`src/rtl/multi_debouncer.sv`:
```
// Multi-channel contact debouncer: per-channel synchroniser, consecutive-sample
// filter and registered rise/fall pulses, with a global enable that freezes filtering.
module multi_debouncer #(
    parameter int CHANNELS      = 4,
    parameter int CNT_W         = 16,
    parameter int DEBOUNCE_TIME = 27000,
    parameter int SYNC_STAGES   = 2,
    parameter bit RESET_LEVEL   = 1'b0
) (
    input  logic                clk,
    input  logic                rst,
    input  logic                enable,
    input  logic [CHANNELS-1:0] noisy_signal,
    output logic [CHANNELS-1:0] clean_signal,
    output logic [CHANNELS-1:0] rise_pulse,
    output logic [CHANNELS-1:0] fall_pulse,
    output logic                any_change
);

    localparam logic [CNT_W-1:0] CNT_LAST = CNT_W'(DEBOUNCE_TIME - 1);

    logic [SYNC_STAGES-1:0] sync_q [CHANNELS];
    logic [CNT_W-1:0]       cnt_q  [CHANNELS];
    logic [CNT_W-1:0]       cnt_d  [CHANNELS];
    logic [CHANNELS-1:0]    s;
    logic [CHANNELS-1:0]    clean_d;
    logic [CHANNELS-1:0]    rise_d;
    logic [CHANNELS-1:0]    fall_d;

    always_comb begin
        for (int i = 0; i < CHANNELS; i++) begin
            s[i] = sync_q[i][SYNC_STAGES-1];
        end
    end

    // cnt holds the length of the current disagreement run minus nothing:
    // the DEBOUNCE_TIME-th consecutive enabled mismatch is the accepting sample.
    always_comb begin
        clean_d = clean_signal;
        rise_d  = '0;
        fall_d  = '0;
        for (int i = 0; i < CHANNELS; i++) begin
            cnt_d[i] = cnt_q[i];
            if (enable) begin
                if (s[i] == clean_signal[i]) begin
                    cnt_d[i] = '0;
                end else if (cnt_q[i] == CNT_LAST) begin
                    clean_d[i] = s[i];
                    cnt_d[i]   = '0;
                    rise_d[i]  = s[i];
                    fall_d[i]  = ~s[i];
                end else begin
                    cnt_d[i] = cnt_q[i] + 1'b1;
                end
            end
        end
    end

    always_ff @(posedge clk) begin
        if (rst) begin
            for (int i = 0; i < CHANNELS; i++) begin
                sync_q[i] <= {SYNC_STAGES{RESET_LEVEL}};
                cnt_q[i]  <= '0;
            end
            clean_signal <= {CHANNELS{RESET_LEVEL}};
            rise_pulse   <= '0;
            fall_pulse   <= '0;
            any_change   <= 1'b0;
        end else begin
            for (int i = 0; i < CHANNELS; i++) begin
                sync_q[i] <= {sync_q[i][SYNC_STAGES-2:0], noisy_signal[i]};
                cnt_q[i]  <= cnt_d[i];
            end
            clean_signal <= clean_d;
            rise_pulse   <= rise_d;
            fall_pulse   <= fall_d;
            any_change   <= |(rise_d | fall_d);
        end
    end

endmodule

```
`config.mk`:
```
export PLATFORM = sky130hd
export DESIGN_NAME = multi_debouncer
export DESIGN_NICKNAME = d
export VERILOG_FILES = /design/src/rtl/multi_debouncer.sv
export SDC_FILE = /design/constraint.sdc
export NUM_CORES = 1
export LEC_CHECK = 0
export BUFFER_PORTS_ARGS = -buffer_cell sky130_fd_sc_hd__buf_2
export CAP_MARGIN = 5
export CORE_ASPECT_RATIO = 0.5
export CORE_MARGIN = 1
export CORE_UTILIZATION = 55
export CTS_CLUSTER_SIZE = 24
export DETAILED_ROUTE_END_ITERATION = 6
export PLACE_DENSITY = 0.76
export SLEW_MARGIN = 20
export SYNTH_ARGS = -nofsm -noshare
export SYNTH_HDL_FRONTEND = slang
export SYNTH_SLANG_ARGS = --single-unit
export TNS_END_PERCENT = 30
```
`constraint.sdc`:
```
create_clock -name clk -period 2.1 [get_ports clk]
set_input_delay 0.105 -clock clk [delete_from_list [all_inputs] [get_ports clk]]
set_output_delay 0.105 -clock clk [all_outputs]
set_load 0.01 [all_outputs]
```
==> summary.md, run 1 <==
| Metric | Value |
|---|---|
| Run status | completed |
| Critical-path top delay cell | or4_4 |
| Crit-path max cell delay | around 0.56 ns |
| Skew final | roughly 0.005 ns |
| FF+latch count, synth | between 80 and 90 |
| Syn nets | ~500 |
| Largest net degree at the start of global routing | 30 |
| Initial antenna violation count | 0 |
| Clock transition at the registers of the reported paths | approximately 0.060 ns |
| Crit path time final | 1.93 ns |
| GP Congestion | around 0.84 |
| Crit path launch type | register |
| Endpoints failing hold | 0 |
| Layout area overhead | 16.4% |
| Synth Instances | 480 |
| Seq/Total Area, Yosys | 0.423 |
| Final worst slack | 0.169 ns |
| RSZ-0062 raised after global routing | true |
| Worst slew pin tran | 0.606 ns |
| Vias in the first global route | 3420 |
| Die Ht | between 60 and 70 um |
| Setup Total Neg Slack | 0 ns |
| Die Footprint | between 0.007 and 0.008 mm2 |
| Root buffer selected by CTS | clkbuf_16 |
| Num CTS Buffers | 9 |
| WL per Instance | approximately 14 um |
| Initial cell density of the core | 0.584 |
| Crit path max fanout | 7 |
| Routed WL | approximately 8.6 mm |
| Core Footprint | 0.00688 mm2 |
| Drt pass-1 iters | 6 |
| Synthesized cell area | ~0.0040 mm2 |
| Max IR drop VDD | around 0.40 mV |
| Worst Hold Class | input port to register |
| Iter 0 DRT Violations | 320 |
| Num rows | 21 |
| WP data arrival | approximately 2.2 ns |
| Max Cap Viol | 0 |
| Nets | ~520 |
| Share of cells above drive strength 1 | 0.137 |
| DP HPWL | 5.66 mm |
| Final ANT Viol Nets | 0 |
| Layout Utilization | 0.680 |
| Fmax achieved | 518 MHz |
| Synth top cells by count | dfxtp_1, nand2_1, a21oi_1 |
| Tcrit/Tclk final | 0.919 |
| CTS H-tree depth | 3 |
| Final setup viols | 0 |
| Yosys cell types | 46 |
| Largest cells by area after synthesis | dfxtp_1, nand2_1, a21oi_1 |
| Clock Tree Buf Depth | 2 |
| Top-area cell type share of the netlist area | 0.423 |
| Ports | 20 |
| Warnings, synthesis | 0 |
| # diodes | 0 |
| Largest area contributor in the netlist | dfxtp_1 |
| Residual DRC | 0 |
| P_leak | around 1.7 nW |
| I/O Buffers | 19 |
| CTS tree | yes |
| Gr usage total | 0.246 |
| DR vias/cell | between 5 and 6 |
| Grt ovf | 0 |
| Placed inst area | between 0.004 and 0.005 mm2 |
| CP Capture Type | register |
| Clk_lat worst skew | 0.33 ns |
| EDFF count, synth | 0 |
| Async set-reset flop share out of synthesis | 0 |
| # clock sinks | between 80 and 90 |
| Crit-path cells | or4_4 > nor4_4 > buf_4 > or2_2 > o21ai_0 > a21o_1 |
| Global-route wire length before repair | between 10 and 15 mm |
| Primary FF master, synth | dfxtp_1 |
| Setup slack at placement | about 0.12 ns |
| Crit path kind | register to register |
| Critical path required time | roughly 2.3 ns |
| Chip width | 123 um |
| Syn Area/Cell | between 8 and 9 um2 |
| Design area | approximately 0.0047 mm2 |
| Final Power | around 3.5 mW |
| Most frequent cell after synthesis | dfxtp_1 |
| Slew HR | 0.592 |
| Max-slew violations | 0 |
| DR vias | ~3600 |
| Post-CTS setup repair buffer count | 0 |
| PwrDens | 753 mW/mm2 |
where the power goes:
group	internal (mW)	leakage, nW	switching (mW)	total (mW)
Combinational	0.0424	0.870	0.0698	0.112
Clock	1.16	0.163	0.624	1.79
Sequential	1.62	0.686	0.00608	1.63
through the flow:
stage               hold WS (ns)  std cells
CTS                        0.223        609
finish                     0.237        609
global route               0.232        609
detailed placement         0.317        589
floorplan                  0.233        480
global placement           0.314        589
cells by family after synthesis:
kind of cell | count (synthesis) | synth area share
buf+inv | 33 | 0.0355
mux | 7 | 0.0174
flops | 85 | 0.423
fa+ha+maj | 4 | 0.0124
simple gates | 223 | 0.315
xor+xnor | 14 | 0.0305
compound gates | 114 | 0.166
repair_timing:
| action | 4_1_cts | 5_1_grt |
|---|---|---|
| resized for setup | 0 | 3 |
| setup endpoints to repair | 0 | 6 |
| endpoints found under the hold margin | 4 | 0 |
| hold buffers | 4 | 0 |
flip-flops by register name, summed over array words and instances, names as in the netlist:
name / cells
cnt_q: 64
sync_q: 8
clean_signal: 4
fall_pulse: 4
rise_pulse: 4
any_change: 1
placed cells by master, fill, tap and decap left out, types with 10 or more instances in the layout:
| cell type | n |
|---|---|
| xor2_1 | 13 |
| nor2b_1 | 11 |
| nor3b_1 | 10 |
| buf_4 | 21 |
| a31oi_1 | 20 |
| dfxtp_1 | 85 |
| a21oi_1 | 39 |
| or3_1 | 14 |
| nand3_1 | 36 |
| o21ai_0 | 29 |
| nand4_1 | 10 |
| buf_2 | 19 |
| nor2_1 | 20 |
| nand2_1 | 56 |
critical path: cells and delay by family (launching register included):
family	cells	cell delay [ns]
AND/OR/NAND/NOR	3	0.96
AO/OA/AOI/OAI	2	0.31
buffers and inverters	1	0.20
flip-flops	1	0.36
layer usage:
metal  vias up  track usage  routed length (um)
met5         -            0                   0
met4         0       0.0823                  29
met3         8       0.0666                 385
met2        72        0.416                4020
met1      1678        0.303                4140
li1       1822            -                   -
worst paths after layout:
path / slack, ns / cells past startpoint / endpoint / from
min: 0.24 / 5 / fall_pulse[1]$_SDFF_PP0_ / rst
max reg2reg: 0.17 / 6 / cnt_q[0][12]$_SDFFE_PP0P_ / cnt_q[0][3]$_SDFFE_PP0P_
max: 0.17 / 6 / cnt_q[0][12]$_SDFFE_PP0P_ / cnt_q[0][3]$_SDFFE_PP0P_
min reg2reg: 0.44 / 1 / sync_q[1][1]$_SDFF_PP0_ / sync_q[1][0]$_SDFF_PP0_
area by class of cell:
| class | instances | area [um2] |
|---|---|---|
| well taps | 92 | 115 |
| clock buffers | 10 | 229 |
| repair buffers | 44 | 293 |
| fillers | 539 | 2200 |
| multi-input cells | 362 | 2190 |
| clock inverters | 6 | 111 |
| flip-flops and latches | 85 | 1700 |
| inverters | 10 | 37.5 |
(Power assumes the default switching activity.)
==> run 2, diff against run 1 <==
--- a/config.mk
+++ b/config.mk
@@ -9,10 +9,9 @@
 export CAP_MARGIN = 5
 export CORE_ASPECT_RATIO = 0.5
 export CORE_MARGIN = 1
-export CORE_UTILIZATION = 55
+export CORE_UTILIZATION = 42
 export CTS_CLUSTER_SIZE = 24
 export DETAILED_ROUTE_END_ITERATION = 6
-export PLACE_DENSITY = 0.76
 export SLEW_MARGIN = 20
 export SYNTH_ARGS = -nofsm -noshare
 export SYNTH_HDL_FRONTEND = slang
==> run 2 against run 1 <==
- die area up 30%
- worst setup slack worse by 0.028 ns
- flip-flop and latch count unchanged
- non-clock buffer count up 2
- critical endpoint is now cnt_q[3][5]$_SDFFE_PP0P_
==> summary.md, run 2 (same netlist as run 1, synthesis figures left out) <==
| Metric | Value |
|---|---|
| Max FFs per register | 64 (unchanged) |
| Post-CTS sizing | 0 (unchanged) |
| R2R cell count | 6 (unchanged) |
| Num CTS Buffers | 9 (unchanged) |
| Hold Path Origin | rst (unchanged) |
| Max-slew violations | 0 (unchanged) |
| Die Ht | 71.2 um (was 62.5 um) |
| Skew final | 0.00814 ns (was 0.00506 ns) |
| Crit-path max cell delay | 0.49 ns (was 0.56 ns) |
| Crit-path cells | ha_1 > and4_1 > and4_1 > or3_1 > or3_1 > o21ai_0 (was or4_4 > nor4_4 > buf_4 > or2_2 > o21ai_0 > a21o_1) |
| Top flop regs | cnt_q: 64 flops, sync_q: 8 flops (unchanged) |
| Worst Hold Class | input port to register (unchanged) |
| GP Congestion | 0.779 (was 0.838) |
| Cell family with most CP delay | simple AND/OR/NAND/NOR gates (unchanged) |
| Run status | completed (unchanged) |
| Clock Tree Buf Depth | 2 (unchanged) |
| Crit path time final | 1.96 ns (was 1.93 ns) |
| GRT met1 Usage | 0.247 (was 0.303) |
| Crit path launch type | register (unchanged) |
| Clock transition at the registers of the reported paths | 0.07 ns (was 0.06 ns) |
| WL per Instance | 13.6 um (was 14.1 um) |
| Critical path required time | 2.37 ns (was 2.33 ns) |
| Ports | 20 (unchanged) |
| GR peak layer | met2 (unchanged) |
| Root buffer selected by CTS | clkbuf_16 (unchanged) |
| # clock sinks | 85 (unchanged) |
| R2R setup slack | 0.14 ns (was 0.17 ns) |
| P_leak | 1.69 nW (was 1.72 nW) |
| Final Power | 3.25 mW (was 3.53 mW) |
| PwrDens | 697 mW/mm2 (was 753 mW/mm2) |
| Hold Path Cell Cnt | 5 (unchanged) |
| Crit path kind | register to register (unchanged) |
| Chip width | 140 um (was 123 um) |
| Fmax achieved | 511 MHz (was 518 MHz) |
| Worst reg2reg startpoint | cnt_q[3][1]$_SDFFE_PP0P_ (was cnt_q[0][3]$_SDFFE_PP0P_) |
| Global-route wire length before repair | 14.3 mm (was 15.0 mm) |
| Most common cell after layout, fill and taps aside | dfxtp_1 (unchanged) |
| Nets | 525 (was 523) |
| Routed WL | 8.65 mm (was 8.57 mm) |
| Max Cap Viol | 0 (unchanged) |
| Worst hold endpoint | rise_pulse[1]$_SDFF_PP0_ (was fall_pulse[1]$_SDFF_PP0_) |
| Drt pass-1 iters | 4 (was 6) |
| Gr usage total | 0.179 (was 0.246) |
| GR Layer Usage met2 | 0.277 (was 0.416) |
| Die Footprint | 0.00999 mm2 (was 0.00768 mm2) |
| WHS | 0.214 ns (was 0.237 ns) |
| Hold-fix buffers, CTS | 4 (unchanged) |
| Crit path max fanout | 10 (was 7) |
| Reg-to-Reg End | cnt_q[3][5]$_SDFFE_PP0P_ (was cnt_q[0][12]$_SDFFE_PP0P_) |
| Share of cells above drive strength 1 | 0.137 (about the same) |
| Worst slew pin tran | 0.629 ns (was 0.606 ns) |
| DP HPWL | 5.80 mm (was 5.66 mm) |
| Clk_lat worst skew | 0.34 ns (was 0.33 ns) |
| Sum of buffers and inverters on the critical path | 0 (was 1) |
| Core Footprint | 0.00901 mm2 (was 0.00688 mm2) |
| I/O Buffers | 19 (unchanged) |
| Endpoints failing hold | 0 (unchanged) |
| Most frequent cells in the layout | dfxtp_1, nand2_1, a21oi_1 (unchanged) |
| Vias in the first global route | 3045 (was 3420) |
| Num rows | 24 (was 21) |
| Initial cell density of the core | 0.446 (was 0.584) |
| DR vias/cell | 5.51 (was 5.88) |
| Tcrit/Tclk final | 0.932 (was 0.919) |
| Grt ovf | 0 (unchanged) |
| Final setup viols | 0 (unchanged) |
| Largest net degree at the start of global routing | 31 (was 30) |
| RSZ-0062 raised after global routing | false (was true) |
| CTS tree | yes (unchanged) |
| # diodes | 0 (unchanged) |
| DR vias | 3505 (was 3580) |
| Initial antenna violation count | 0 (unchanged) |
| Post-CTS setup repair buffer count | 0 (unchanged) |
| CP Capture Type | register (unchanged) |
| Residual DRC | 0 (unchanged) |
| Final ANT Viol Nets | 0 (unchanged) |
| Reg with most FFs | cnt_q (unchanged) |
| WP data arrival | 2.23 ns (was 2.16 ns) |
| Setup Total Neg Slack | 0 ns (unchanged) |
| Iter 0 DRT Violations | 275 (was 320) |
| CTS H-tree depth | 3 (unchanged) |
| Critical-path top delay cell | or3_1 (was or4_4) |
| Slew HR | 0.578 (was 0.592) |
| Layout area overhead | 15.9% (was 16.4%) |
| Max IR drop VDD | 0.392 mV (was 0.395 mV) |
| Met3 usage | 0.0467 (was 0.0666) |
==> run 2: worst max-delay path by stage <==
stage	start	endpoint	slack [ns]	depth (start not counted)
floorplan	cnt_q[3][0]$_SDFFE_PP0P_	cnt_q[3][11]$_SDFFE_PP0P_	0.11	8
CTS	cnt_q[3][1]$_SDFFE_PP0P_	cnt_q[3][11]$_SDFFE_PP0P_	0.15	6
finish	cnt_q[3][1]$_SDFFE_PP0P_	cnt_q[3][5]$_SDFFE_PP0P_	0.14	6
global route	cnt_q[2][0]$_SDFFE_PP0P_	cnt_q[2][14]$_SDFFE_PP0P_	0.005	6
global placement	cnt_q[3][1]$_SDFFE_PP0P_	cnt_q[3][5]$_SDFFE_PP0P_	0.20	6
detailed placement	cnt_q[3][1]$_SDFFE_PP0P_	cnt_q[3][11]$_SDFFE_PP0P_	0.15	6
==> run 2: cell type report <==
class / count / area, um2
clock buffer: 10 / 239
clock inverter: 6 / 47.5
fill: 892 / 4350
inverter: 10 / 37.5
multi-input combinational: 362 / 2180
sequential: 85 / 1700
tap: 117 / 146
timing repair buffer: 46 / 308
==> run 2: tightest hold or removal path, cell delays in order <==
cell     delay (ns)
buf_2          0.09
nor2b_1        0.05
buf_4          0.15
nand2_1        0.07
nor3b_1        0.05
==> run 2: per-layer routing <==
| metal | part of all wire | vias up |
|---|---|---|
| li1 | - | 1832 |
| met1 | 0.53 | 1627 |
| met2 | 0.43 | 38 |
| met3 | 0.034 | 8 |
| met4 | 0.0093 | 0 |
| met5 | 0 | - |
==> run 2: per-stage QoR <==
step	instances	area [um2]	util	worst slack, ns
after CTS	636	4660	0.517	0.145
after global routing	636	4660	0.517	0.00541
after floorplan	480	4020	-	0.114
final	636	4660	0.517	0.142
after detailed placement	616	4330	0.481	0.153
after global placement	616	4330	0.481	0.203
==> run 2: where the power goes <==
group          internal, mW  leakage [nW]  switching, mW  total (mW)
sequential             1.62         0.686        0.00570        1.63
combinational        0.0412         0.880         0.0689       0.110
clock                 0.840         0.127          0.673        1.51
==> run 3, diff against run 2 <==
==> constraint.sdc (replaced) <==
create_clock -name clk -period 2.1 [get_ports clk]
set_input_delay 0.105 -clock clk [delete_from_list [all_inputs] [get_ports clk]]
set_output_delay 0.105 -clock clk [all_outputs]
set_load 0.1 [all_outputs]
==> run 3 against run 2 <==
- global-route usage grew 0.83 points
- final cell count decreased by 0.16%
- sequential power about the same
- fmax is 0.55% lower
- sequential share of layout area about the same
- via count rose by 1.1%
- routed wire length is 0.31% higher
- register-to-register slack hardly changed
- power increased by 2.5%
- largest cell class unchanged
- highest routed layer unchanged
==> summary.md, run 3 (same netlist as run 1, synthesis figures left out) <==
| Metric | Value |
|---|---|
| Max Cap Viol | 0 (unchanged) |
| Worst slew pin tran | 0.576 ns (was 0.629 ns) |
| Crit path max fanout | 10 (unchanged) |
| Worst Hold Class | input port to register (unchanged) |
| Clock Tree Buf Depth | 2 (unchanged) |
| Die Footprint | 0.00999 mm2 (unchanged) |
| Crit path time final | 1.97 ns (was 1.96 ns) |
| Most common cell after layout, fill and taps aside | dfxtp_1 (unchanged) |
| Num rows | 24 (unchanged) |
| Core Footprint | 0.00901 mm2 (unchanged) |
| PwrDens | 712 mW/mm2 (was 697 mW/mm2) |
| Layout area overhead | 16.3% (was 15.9%) |
| RSZ-0062 raised after global routing | false (unchanged) |
| Vias in the first global route | 3182 (was 3045) |
| Top flop regs | cnt_q: 64 flops, sync_q: 8 flops (unchanged) |
| WL per Instance | 13.7 um (was 13.6 um) |
| GR Layer Usage met2 | 0.297 (was 0.277) |
| Largest net degree at the start of global routing | 30 (was 31) |
| FF/Latch Area | 0.00171 mm2 (was 0.00170 mm2) |
| Max-slew violations | 0 (unchanged) |
| Iter 0 DRT Violations | 196 (was 275) |
| Multi-input logic area | 0.00219 mm2 (was 0.00218 mm2) |
| Max FFs per register | 64 (unchanged) |
| Critical path required time | 2.37 ns (about the same) |
| Chip width | 140 um (unchanged) |
| I/O Buffers | 19 (unchanged) |
| Initial antenna violation count | 0 (unchanged) |
| Clk_lat worst skew | 0.34 ns (about the same) |
| Tcrit/Tclk final | 0.938 (was 0.932) |
| Skew final | 0.00742 ns (was 0.00814 ns) |
| Most frequent cells in the layout | dfxtp_1, nand2_1, a21oi_1 (unchanged) |
| GR peak layer | met2 (unchanged) |
| WHS | 0.200 ns (was 0.214 ns) |
| Clock transition at the registers of the reported paths | 0.06 ns (was 0.07 ns) |
| Final Power | 3.33 mW (was 3.25 mW) |
| Reg with most FFs | cnt_q (unchanged) |
| DP Cell Count | 615 (was 616) |
| Crit path kind | register to register (unchanged) |
| Fmax achieved | 508 MHz (was 511 MHz) |
| DR vias | 3544 (was 3505) |
| Gr usage total | 0.188 (was 0.179) |
| Fillers | 828 (was 892) |
| Crit-path cells | ha_1 > and4_1 > and4_1 > or3_1 > or3_1 > o21ai_0 (unchanged) |
| Grt ovf | 0 (unchanged) |
| Nets | 524 (was 525) |
| Met3 usage | 0.0494 (was 0.0467) |
| CP Capture Type | register (unchanged) |
| Final ANT Viol Nets | 0 (unchanged) |
| Share of cells above drive strength 1 | 0.147 (was 0.137) |
| # diodes | 0 (unchanged) |
| DR vias/cell | 5.58 (was 5.51) |
| Crit path launch type | register (unchanged) |
| Slew HR | 0.614 (was 0.578) |
| GRT met1 Usage | 0.250 (was 0.247) |
| Crit-path max cell delay | 0.49 ns (about the same) |
| Drt pass-1 iters | 5 (was 4) |
| Residual DRC | 0 (unchanged) |
| DP HPWL | 5.85 mm (was 5.80 mm) |
| Global-route wire length before repair | 14.9 mm (was 14.3 mm) |
| GP Congestion | 0.822 (was 0.779) |
| Endpoints failing hold | 0 (unchanged) |
| Critical-path top delay cell | or3_1 (unchanged) |
| Final worst slack | 0.131 ns (was 0.142 ns) |
| Final setup viols | 0 (unchanged) |
| CTS H-tree depth | 3 (unchanged) |
| WP data arrival | 2.24 ns (was 2.23 ns) |
| Ports | 20 (unchanged) |
| Num CTS Buffers | 9 (unchanged) |
| Initial cell density of the core | 0.446 (unchanged) |
| Setup slack at placement | 0.144 ns (was 0.153 ns) |
| P_leak | 1.70 nW (was 1.69 nW) |
| Max IR drop VDD | 0.383 mV (was 0.392 mV) |
| CTS tree | yes (unchanged) |
| Cell Count, Final, Fillers Out | 635 (was 636) |
| Die Ht | 71.2 um (unchanged) |
| Run status | completed (unchanged) |
| Routed WL | 8.68 mm (was 8.65 mm) |
| # clock sinks | 85 (unchanged) |
| Root buffer selected by CTS | clkbuf_16 (unchanged) |
[run 3: final timing paths]
| check | from | end | slack [ns] | depth (start not counted) |
|---|---|---|---|---|
| worst max-delay path | cnt_q[3][0]$_SDFFE_PP0P_ | cnt_q[3][9]$_SDFFE_PP0P_ | 0.13 | 6 |
| worst min-delay path | rst | clean_signal[1]$_SDFFE_PP0P_ | 0.20 | 3 |
| worst max register to register | cnt_q[3][0]$_SDFFE_PP0P_ | cnt_q[3][9]$_SDFFE_PP0P_ | 0.13 | 6 |
| worst min register to register | sync_q[1][0]$_SDFF_PP0_ | sync_q[1][1]$_SDFF_PP0_ | 0.44 | 1 |
[run 3: where the power goes]
part / leakage (nW) / internal, mW / switching [mW]
sequential: 0.688 / 1.62 / 0.00606
clock: 0.142 / 0.925 / 0.670
combinational: 0.871 / 0.0412 / 0.0678
[run 3: area by class of cell]
class | instances | area share
timing repair buffer | 45 | 0.0642
sequential | 85 | 0.365
tap | 117 | 0.0313
clock buffer | 9 | 0.0482
inverter | 10 | 0.00803
multi-input combinational | 362 | 0.468
clock inverter | 7 | 0.0155
[run 3: through the flow]
step	area [um2]	setup TNS [ns]	util
final	4680	0	0.519
after global routing	4680	0	0.519
after CTS	4670	0	0.518
after detailed placement	4330	0	0.481
after global placement	4330	0	0.481
after floorplan	4030	-0.0869	-
[run 3: layer usage]
layer	vias up	wire length, um
li1	1820	-
met1	1666	4410
met2	50	3850
met3	8	331
met4	0	82
met5	-	0
[run 3: what timing repair did]
| item | 4_1_cts | 5_1_grt |
|---|---|---|
| hold buffers | 4 | 0 |
| endpoints found under the setup margin | 0 | 1 |
| setup buffers | 0 | 0 |
| hold endpoints to repair | 4 | 0 |
| gates resized for setup | 0 | 3 |
[run 3: critical path, delay by kind of cell, from the launching register on]
kind | cells | cell delay, ns
simple gates | 4 | 1.26
flops | 1 | 0.34
fa+ha+maj | 1 | 0.22
compound gates | 1 | 0.07
